`src/rtl/bitsim_pkg.sv`:
```
// Shared constants and state type for the bit-column weight encoder.
package bitsim_pkg;
  localparam int         GROUP_SIZE      = 8;
  localparam int         SLOTS_PER_GROUP = 4;
  localparam logic [3:0] SEL_NULL        = 4'd8;

  typedef enum logic {IDLE, STREAM} state_e;
endpackage

```
`src/rtl/bitcol_group_enc.sv`:
```
// Maps one 8-bit weight column to four adder-slot selects plus the skip-zero flag.
module bitcol_group_enc
  import bitsim_pkg::*;
(
  input  logic [GROUP_SIZE-1:0]           col_i,
  output logic [SLOTS_PER_GROUP-1:0][3:0] sel_o,
  output logic                            skip_zero_o
);
  logic [3:0]            ones;
  logic [GROUP_SIZE-1:0] pick;
  logic [2:0]            n;

  // The minority bit value always fits in four slots, so list it.
  always_comb begin
    ones = '0;
    for (int i = 0; i < GROUP_SIZE; i++) ones = ones + {3'b0, col_i[i]};
    skip_zero_o = (ones <= 4'd4);
    pick        = skip_zero_o ? col_i : ~col_i;
    sel_o       = {SLOTS_PER_GROUP{SEL_NULL}};
    n           = '0;
    for (int i = 0; i < GROUP_SIZE; i++) begin
      if (pick[i] && (n < 3'd4)) begin
        sel_o[n[1:0]] = 4'(i);
        n             = n + 3'd1;
      end
    end
  end
endmodule

```
`src/rtl/bitcol_encoder.sv`:
```
// Streams a latched weight vector as MSB-first bit columns of adder-slot selects.
// Optional perf counters are built when BITCOL_ENCODER_PERF_EN is defined.
module bitcol_encoder
  import bitsim_pkg::*;
#(
  parameter int DATA_WIDTH = 8,
  parameter int VEC_LENGTH = 16
) (
  input  logic                  clk,
  input  logic                  reset,
  input  logic                  w_valid,
  output logic                  w_ready,
  input  logic [DATA_WIDTH-1:0] weight [VEC_LENGTH],
  output logic                  col_valid,
  input  logic                  col_ready,
  output logic [3:0]            act_sel [VEC_LENGTH/2],
  output logic [VEC_LENGTH/8-1:0] is_skip_zero,
  output logic                  is_msb,
  output logic [2:0]            column_idx,
  output logic                  col_last
`ifdef BITCOL_ENCODER_PERF_EN
  ,
  output logic [31:0]           perf_cols,
  output logic [31:0]           perf_inv
`endif
);
  localparam int         NGRP    = VEC_LENGTH / GROUP_SIZE;
  localparam logic [2:0] MSB_COL = 3'(DATA_WIDTH - 1);

  state_e                state_q, state_d;
  logic [2:0]            col_q, col_d;
  logic [DATA_WIDTH-1:0] w_q [VEC_LENGTH];
  logic                  hs, accept;

  assign col_valid  = (state_q == STREAM);
  assign hs         = col_valid && col_ready;
  assign accept     = w_valid && w_ready;
  assign column_idx = col_q;
  assign is_msb     = col_valid && (col_q == MSB_COL);
  assign col_last   = col_valid && (col_q == 3'd0);

  always_comb begin
    state_d = state_q;
    col_d   = col_q;
    w_ready = 1'b0;
    case (state_q)
      IDLE:    w_ready = 1'b1;
      STREAM:  w_ready = (col_q == 3'd0) && col_ready;
      default: w_ready = 1'b0;
    endcase
    if (reset) w_ready = 1'b0;
    if (accept) begin
      state_d = STREAM;
      col_d   = MSB_COL;
    end else if (hs) begin
      if (col_q == 3'd0) state_d = IDLE;
      else               col_d   = col_q - 3'd1;
    end
  end

  always_ff @(posedge clk or posedge reset) begin
    if (reset) begin
      state_q <= IDLE;
      col_q   <= '0;
      for (int i = 0; i < VEC_LENGTH; i++) w_q[i] <= '0;
    end else begin
      state_q <= state_d;
      col_q   <= col_d;
      if (accept)
        for (int i = 0; i < VEC_LENGTH; i++) w_q[i] <= weight[i];
    end
  end

  // Columns are gated by col_valid so idle/reset cycles present null selects.
  for (genvar g = 0; g < NGRP; g++) begin : g_grp
    logic [GROUP_SIZE-1:0]           colbits;
    logic [SLOTS_PER_GROUP-1:0][3:0] sel;

    always_comb begin
      colbits = '0;
      for (int i = 0; i < GROUP_SIZE; i++)
        colbits[i] = w_q[g*GROUP_SIZE+i][col_q] & col_valid;
    end

    bitcol_group_enc u_enc (
      .col_i       (colbits),
      .sel_o       (sel),
      .skip_zero_o (is_skip_zero[g])
    );

    for (genvar s = 0; s < SLOTS_PER_GROUP; s++) begin : g_slot
      assign act_sel[g*SLOTS_PER_GROUP+s] = sel[s];
    end
  end

`ifdef BITCOL_ENCODER_PERF_EN
  logic [31:0] perf_cols_q, perf_inv_q;
  logic [31:0] inv_cnt;
  logic [32:0] inv_sum;

  always_comb begin
    inv_cnt = '0;
    for (int g = 0; g < NGRP; g++) inv_cnt = inv_cnt + {31'b0, ~is_skip_zero[g]};
    inv_sum = {1'b0, perf_inv_q} + {1'b0, inv_cnt};
  end

  always_ff @(posedge clk or posedge reset) begin
    if (reset) begin
      perf_cols_q <= '0;
      perf_inv_q  <= '0;
    end else if (hs) begin
      if (perf_cols_q != '1) perf_cols_q <= perf_cols_q + 32'd1;
      perf_inv_q <= inv_sum[32] ? '1 : inv_sum[31:0];
    end
  end

  assign perf_cols = perf_cols_q;
  assign perf_inv  = perf_inv_q;
`endif
endmodule
```
`config.mk`:
```
export PLATFORM = sky130hd
export DESIGN_NAME = bitcol_encoder
export DESIGN_NICKNAME = d
export VERILOG_FILES = /design/src/rtl/bitsim_pkg.sv /design/src/rtl/bitcol_group_enc.sv /design/src/rtl/bitcol_encoder.sv
export SDC_FILE = /design/constraint.sdc
export NUM_CORES = 1
export LEC_CHECK = 0
export ABC_AREA = 1
export CORE_MARGIN = 8
export CORE_UTILIZATION = 55
export CTS_BUF_LIST = sky130_fd_sc_hd__clkbuf_8
export DETAILED_ROUTE_END_ITERATION = 6
export PLACE_DENSITY = 0.84
export SYNTH_ARGS = -nofsm -noshare
export SYNTH_HDL_FRONTEND = slang
export SYNTH_SLANG_ARGS = --single-unit
```
`constraint.sdc`:
```
create_clock -name clk -period 13.2 [get_ports clk]
set_input_delay 2.64 -clock clk [delete_from_list [all_inputs] [get_ports clk]]
set_output_delay 2.64 -clock clk [all_outputs]
set_load 0.005 [all_outputs]
```
==> metrics.yaml, run 1 <==
timing:
  skew_ns: 0.0126
  maxSlewHeadroom: 0.315
  setup_tns_ns: 0
  report.final.slew_viol_count: 0
  final-hold-violation-count: 0
  max_freq_mhz: 84.7
  setup_viol_count_final: 0
  tightest_slew_ns: 1.03
  layout_min_cycle_time_ns: 11.81
  rsz0062_at_grt: "no"
  final.period_utilization: 0.894
floorplanning:
  die_area_um2: 21100
  boundaryPins: 173
  rows: 47
  die_x_um: 145
  initial_core_util: 0.559
  coreArea_um2: 16500
  die_h_um: 145
placement:
  io_buffer_count: 172
  dpl.hpwl_um: 18600
  routabilityCongestion: 0.916
  dp.cells: 1539
critical_path:
  crit_top_cell: "nand2_1"
  start_kind: "flip-flop"
  slowest_stage: "dfrtp_2"
  reg2reg_depth: 11
  crit_arrival_ns: 9.17
  worst-path-buf-inv: 11
  crit_required_ns: 10.56
  cp.depth: 43
  critPathKind: "flip-flop to primary output"
  cp-end-kind: "primary output"
  crit_fanout: 63
  cpPeakStageDelay_ns: 0.65
  crit_family: "adder cells"
logic_synthesis:
  syn_area_um2: 9210
  synth.top_cells.by_count: "nand2_1, inv_1, dfrtp_1, nor2_1, a21oi_1"
  synth_area_per_cell_um2: 7.73
  ys_ff_latch: 132
  synth.most_common_cell: "nand2_1"
  syn_inst: 1192
  yosysWarnings: 0
  synthMuxAreaShare: 0.0746
  synth_cell_type_count: 45
  yosys.area_share.simple: 0.261
  synth_top_family_by_area: "simple AND/OR/NAND/NOR gates"
  yosys.area.top_type_share: 0.359
  synth_top_area_cell: "dfrtp_1"
  synth_adder_area_share: 0.0785
  synth-xor-area-share: 0.00856
  syn_nets: 1377
  async_reset_ff_frac: 1.00
  synth_compound_area_frac: 0.119
  synth_area_leaders: "dfrtp_1, nand2_1, mux2_2, ha_1, inv_1"
  synth_ff_type: "dfrtp_1"
  synth_seq_area_share: 0.359
  synth_edf_count: 0
clocking:
  cts_root_buffer: "clkbuf_8"
  path_clk_slew_ns: 0.07
  cts_setup_buffers: 0
  htreeDepth: 4
  cts_resized: 0
  clock_path_buffers: 2
  cts_hold_buf: 0
  cts_sinks: 132
  worstSkewPairLatency_ns: 0.44
  cts_tree: "built"
  numCtsBuffers: 17
detailed_routing:
  antenna_left: 0
  vias: 8377
  wirelength_um: 24100
  wl_per_cell_um: 15.4
  drc_errors: 0
  drt_iter0_markers: 573
  viasPerCell: 5.33
  dr.pass1.iters: 5
min_path:
  hold_class: "flip-flop to flip-flop"
  min_path_cells: 1
global_routing:
  grt_overflow: 0
  grt_pass1_wl_um: 40400
  grt_pass1_vias: 8597
  track_usage: 0.229
  antenna_found_initial: 1
  grt_max_degree: 111
job:
  maxCapViolations: 0
finish:
  area_delta_synth_final_pct: 23.1
  layout.nets: 1523
  layout-drive-gt1-share: 0.127
  fin_util: 0.689
  finalNonFillerCells: 1572
outcome:
  status: "finished clean"
per-layer routing:
| layer | wire length (um) | vias to the layer above | track usage | part of all wire |
|---|---|---|---|---|
| li1 | - | 4123 | - | - |
| met2 | 12000 | 276 | 0.396 | 0.50 |
| met1 | 9930 | 3928 | 0.271 | 0.41 |
| met5 | 0 | - | 0 | 0 |
| met3 | 1560 | 50 | 0.0553 | 0.065 |
| met4 | 614 | 0 | 0.0828 | 0.025 |
sequential cells by signal (all words and copies together), names as in the netlist:
name / count
col_valid: 1
w_q: 128
column_idx: 3
cell usage in the layout (no fill, tap or decap), types with 2 or more instances in the layout:
cell type	instances
o211ai_1	10
nor2_4	2
ha_1	45
nor2_2	9
nand3_1	93
inv_2	12
buf_4	4
nand2_4	2
fa_1	8
a22oi_1	2
inv_1	143
clkbuf_8	21
o2111ai_2	2
o21bai_1	4
nor2_1	114
nand2_1	271
clkinv_2	2
a22o_1	4
nand3_4	4
clkdlybuf4s50_1	172
bufinv_16	2
inv_6	2
clkinvlp_4	2
nand3_2	5
a21oi_1	95
dfrtp_1	131
o21ai_1	34
o21ai_0	29
xor2_1	4
a21boi_0	2
nor3_1	2
or2_2	2
o22ai_1	7
nand4_1	6
mux2_2	61
clkinv_4	2
nand2_2	28
path summary, 6_finish.rpt:
path	from	slack, ns	endpoint
hold reg to reg	w_q[91]	0.51	w_q[91]
setup reg to reg	column_idx[1]	9.03	w_q[102]
max in group asynchronous	reset	9.06	column_idx[0]
hold / removal	w_q[91]	0.51	w_q[91]
setup / recovery	column_idx[0]	1.39	act_sel[22]
min in group asynchronous	reset	2.65	w_q[30]
area by class of cell:
type | count | area [um2]
Fill cell | 1340 | 5120
Multi-Input combinational cell | 855 | 5000
Sequential cell | 132 | 3300
Timing Repair Buffer | 176 | 1750
Inverter | 156 | 596
Clock buffer | 21 | 289
Tap cell | 220 | 275
Clock inverter | 11 | 124
Antenna cell | 1 | 2.50
through the flow:
step	hold slack [ns]	area [um2]	worst slack, ns
floorplan	0.474	9210	3.75
global placement	0.483	10900	2.06
detailed placement	0.494	10900	1.89
CTS	0.510	11300	1.41
global route	0.525	11300	0.652
finish	0.507	11300	1.39
logic make-up (layout without fill, tap and decap cells):
group	Yosys count	in the layout
XOR/XNOR	6	6
other	0	1
flip-flops	132	132
adder cells (fa/ha/maj)	53	53
buffers and inverters	205	364
AND/OR/NAND/NOR	543	543
AO/OA/AOI/OAI	192	192
multiplexers	61	61
Power of run 1 is left out: the tool's default activity adds up to more than one toggle a clock period on the data nets, which glitch-free logic cannot reach.
==> run 2: changes to the inputs <==
--- a/config.mk
+++ b/config.mk
@@ -9,6 +9,7 @@
 export CORE_MARGIN = 8
 export CORE_UTILIZATION = 55
 export CTS_BUF_LIST = sky130_fd_sc_hd__clkbuf_8
+export CTS_CLUSTER_DIAMETER = 150
 export DETAILED_ROUTE_END_ITERATION = 6
 export PLACE_DENSITY = 0.84
 export SYNTH_ARGS = -nofsm -noshare
==> constraint.sdc (replaced) <==
create_clock -name clk -period 13.2 [get_ports clk]
set_input_delay 2.64 -clock clk [delete_from_list [all_inputs] [get_ports clk]]
set_output_delay 2.64 -clock clk [all_outputs]
set_load 0.1 [all_outputs]
==> run 2 against run 1 <==
Compared with the run above:
- first-iteration DRC count increased by 20%
- via count down 0.31%
- wire length about the same
- final cell count hardly changed
- global-route usage about the same
- fmax increased by 2.8%
- hold slack better by 0.0011 ns
- sequential cell count did not move
- register-to-register slack got worse by 0.04 ns
- critical endpoint is now act_sel[5]
- die area unchanged
- final area fell by 0.92%
==> metrics.yaml, run 2 (same netlist as run 1, synthesis figures left out) <==
timing:
  layout_min_cycle_time_ns: 11.49  # was 11.81 ns
  max_freq_mhz: 87.0  # was 84.7 MHz
  tightest_slew_ns: 1.06  # was 1.03 ns
  setup_viol_count_final: 0  # unchanged
  rsz0062_at_grt: "no"  # unchanged
  final-hold-violation-count: 0  # unchanged
  final.period_utilization: 0.870  # was 0.894
  setup_tns_ns: 0  # unchanged
  maxSlewHeadroom: 0.290  # was 0.315
  report.final.slew_viol_count: 0  # unchanged
  skew_ns: 0.0134  # was 0.0126 ns
global_routing:
  grt_pass1_vias: 8578  # was 8,597
  track_usage: 0.228  # was 0.229
  antenna_found_initial: 2  # was 1
  grt_max_degree: 111  # unchanged
  grt_pass1_wl_um: 40300  # was 40,400 um
  grt_overflow: 0  # unchanged
clocking:
  htreeDepth: 4  # unchanged
  cts_tree: "built"  # unchanged
  cts_setup_buffers: 0  # unchanged
  cts_sinks: 132  # unchanged
  cts_root_buffer: "clkbuf_8"  # unchanged
  clock_path_buffers: 2  # unchanged
  worstSkewPairLatency_ns: 0.45  # was 0.44 ns
  numCtsBuffers: 17  # unchanged
  cts_hold_buf: 0  # unchanged
  cts_resized: 0  # unchanged
  path_clk_slew_ns: 0.08  # was 0.07 ns
floorplanning:
  die_area_um2: 21100  # unchanged
  rows: 47  # unchanged
  initial_core_util: 0.559  # unchanged
  coreArea_um2: 16500  # unchanged
  die_h_um: 145  # unchanged
  die_x_um: 145  # unchanged
  boundaryPins: 173  # unchanged
critical_path:
  crit_fanout: 41  # was 63
  cpPeakStageDelay_ns: 0.54  # was 0.65 ns
  crit_top_cell: "nand2_1"  # unchanged
  cp-end-kind: "primary output"  # unchanged
  r2r_start: "column_idx[1]"  # unchanged
  crit_arrival_ns: 8.85  # was 9.17 ns
  slowest_stage: "fa_1"  # was dfrtp_2
  reg2reg_slack_ns: 8.99  # was 9.03 ns
  r2r-end: "w_q[39]"  # was w_q[102]
  crit_required_ns: 10.56  # about the same
  critPathKind: "flip-flop to primary output"  # unchanged
  start_kind: "flip-flop"  # unchanged
  reg2reg_depth: 11  # unchanged
min_path:
  hold_class: "flip-flop to flip-flop"  # unchanged
  hold_end: "w_q[4]"  # was w_q[91]
  worstHoldStart: "w_q[4]"  # was w_q[91]
  min_path_cells: 1  # unchanged
detailed_routing:
  antenna_left: 0  # unchanged
  viasPerCell: 5.31  # was 5.33
  vias: 8351  # was 8,377
  wl_per_cell_um: 15.3  # was 15.4 um
  drt_iter0_markers: 687  # was 573
  drc_errors: 0  # unchanged
  wirelength_um: 24100  # about the same
  dr.pass1.iters: 5  # unchanged
finish:
  fin_util: 0.682  # was 0.689
  nFillCells: 1353  # was 1,340
  layout.nets: 1523  # unchanged
  most-common-layout-cells: "nand2_1, inv_1, clkdlybuf4s50_1"  # was nand2_1, clkdlybuf4s50_1, inv_1
  final_common_cell: "nand2_1"  # unchanged
  area_delta_synth_final_pct: 22.0  # was 23.1%
  layout-drive-gt1-share: 0.150  # was 0.127
  largest_reg_flops: 128  # unchanged
  design_area_um2: 11200  # was 11,300 um2
  top_register: "w_q"  # unchanged
placement:
  place_area_um2: 10800  # was 10,900 um2
  io_buffer_count: 172  # unchanged
  routabilityCongestion: 0.910  # was 0.916
  dpl.hpwl_um: 18300  # was 18,600 um
outcome:
  status: "finished clean"  # unchanged
job:
  maxCapViolations: 0  # unchanged
run 2: changes by cell type in the layout (fill, tap and decap cells not counted), moves of 2 or more:
| cell | delta |
|---|---|
| buf_4 | +32 |
| clkbuf_8 | -3 |
| clkdlybuf4s50_1 | -32 |
| clkinvlp_4 | +2 |
run 2: cell type report:
cell class                 count  area (um2)  share of cell area
antenna                        2        5.00            0.000445
tap                          220         275              0.0245
clock inverter                14         139              0.0124
inverter                     156         596              0.0530
clock buffer                  18         248              0.0220
sequential                   132        3300               0.294
timing repair buffer         176        1670               0.149
multi-input combinational    855        5000               0.445
run 2: critical path: cells and delay by family (launching register included):
family	cells	cell delay (ns)
adder cells (fa/ha/maj)	8	2.98
buffers and inverters	10	1.81
flip-flops	1	0.32
AND/OR/NAND/NOR	22	3.25
run 2: stage by stage:
step | hold WS, ns | instances | worst slack, ns
2_1_floorplan | 0.474 | 1192 | 2.45
3_3_place_gp | 0.482 | 1539 | 2.48
3_5_place_dp | 0.494 | 1539 | 2.27
4_1_cts | 0.511 | 1571 | 1.77
5_1_grt | 0.519 | 1573 | 0.986
6_report | 0.508 | 1573 | 1.71
run 2: worst max path at each step:
| stage | start | to | cells after the start | slack, ns |
|---|---|---|---|---|
| 2_1_floorplan | column_idx[0] | act_sel[17] | 44 | 2.45 |
| 3_3_place_gp | column_idx[1] | act_sel[17] | 43 | 2.48 |
| 3_5_place_dp | column_idx[1] | act_sel[5] | 40 | 2.27 |
| 4_1_cts | column_idx[1] | act_sel[5] | 40 | 1.77 |
| 5_1_grt | column_idx[1] | act_sel[14] | 40 | 0.99 |
| 6_report | column_idx[1] | act_sel[5] | 40 | 1.71 |
run 2: metal layers:
metal,vias up,GRT usage,routed length (um)
met1,3882,0.270,10200
met3,57,0.0594,1480
met5,-,0,0
li1,4140,-,-
met4,0,0.0927,680
met2,272,0.389,11800
Power of run 2 is left out for the same reason.
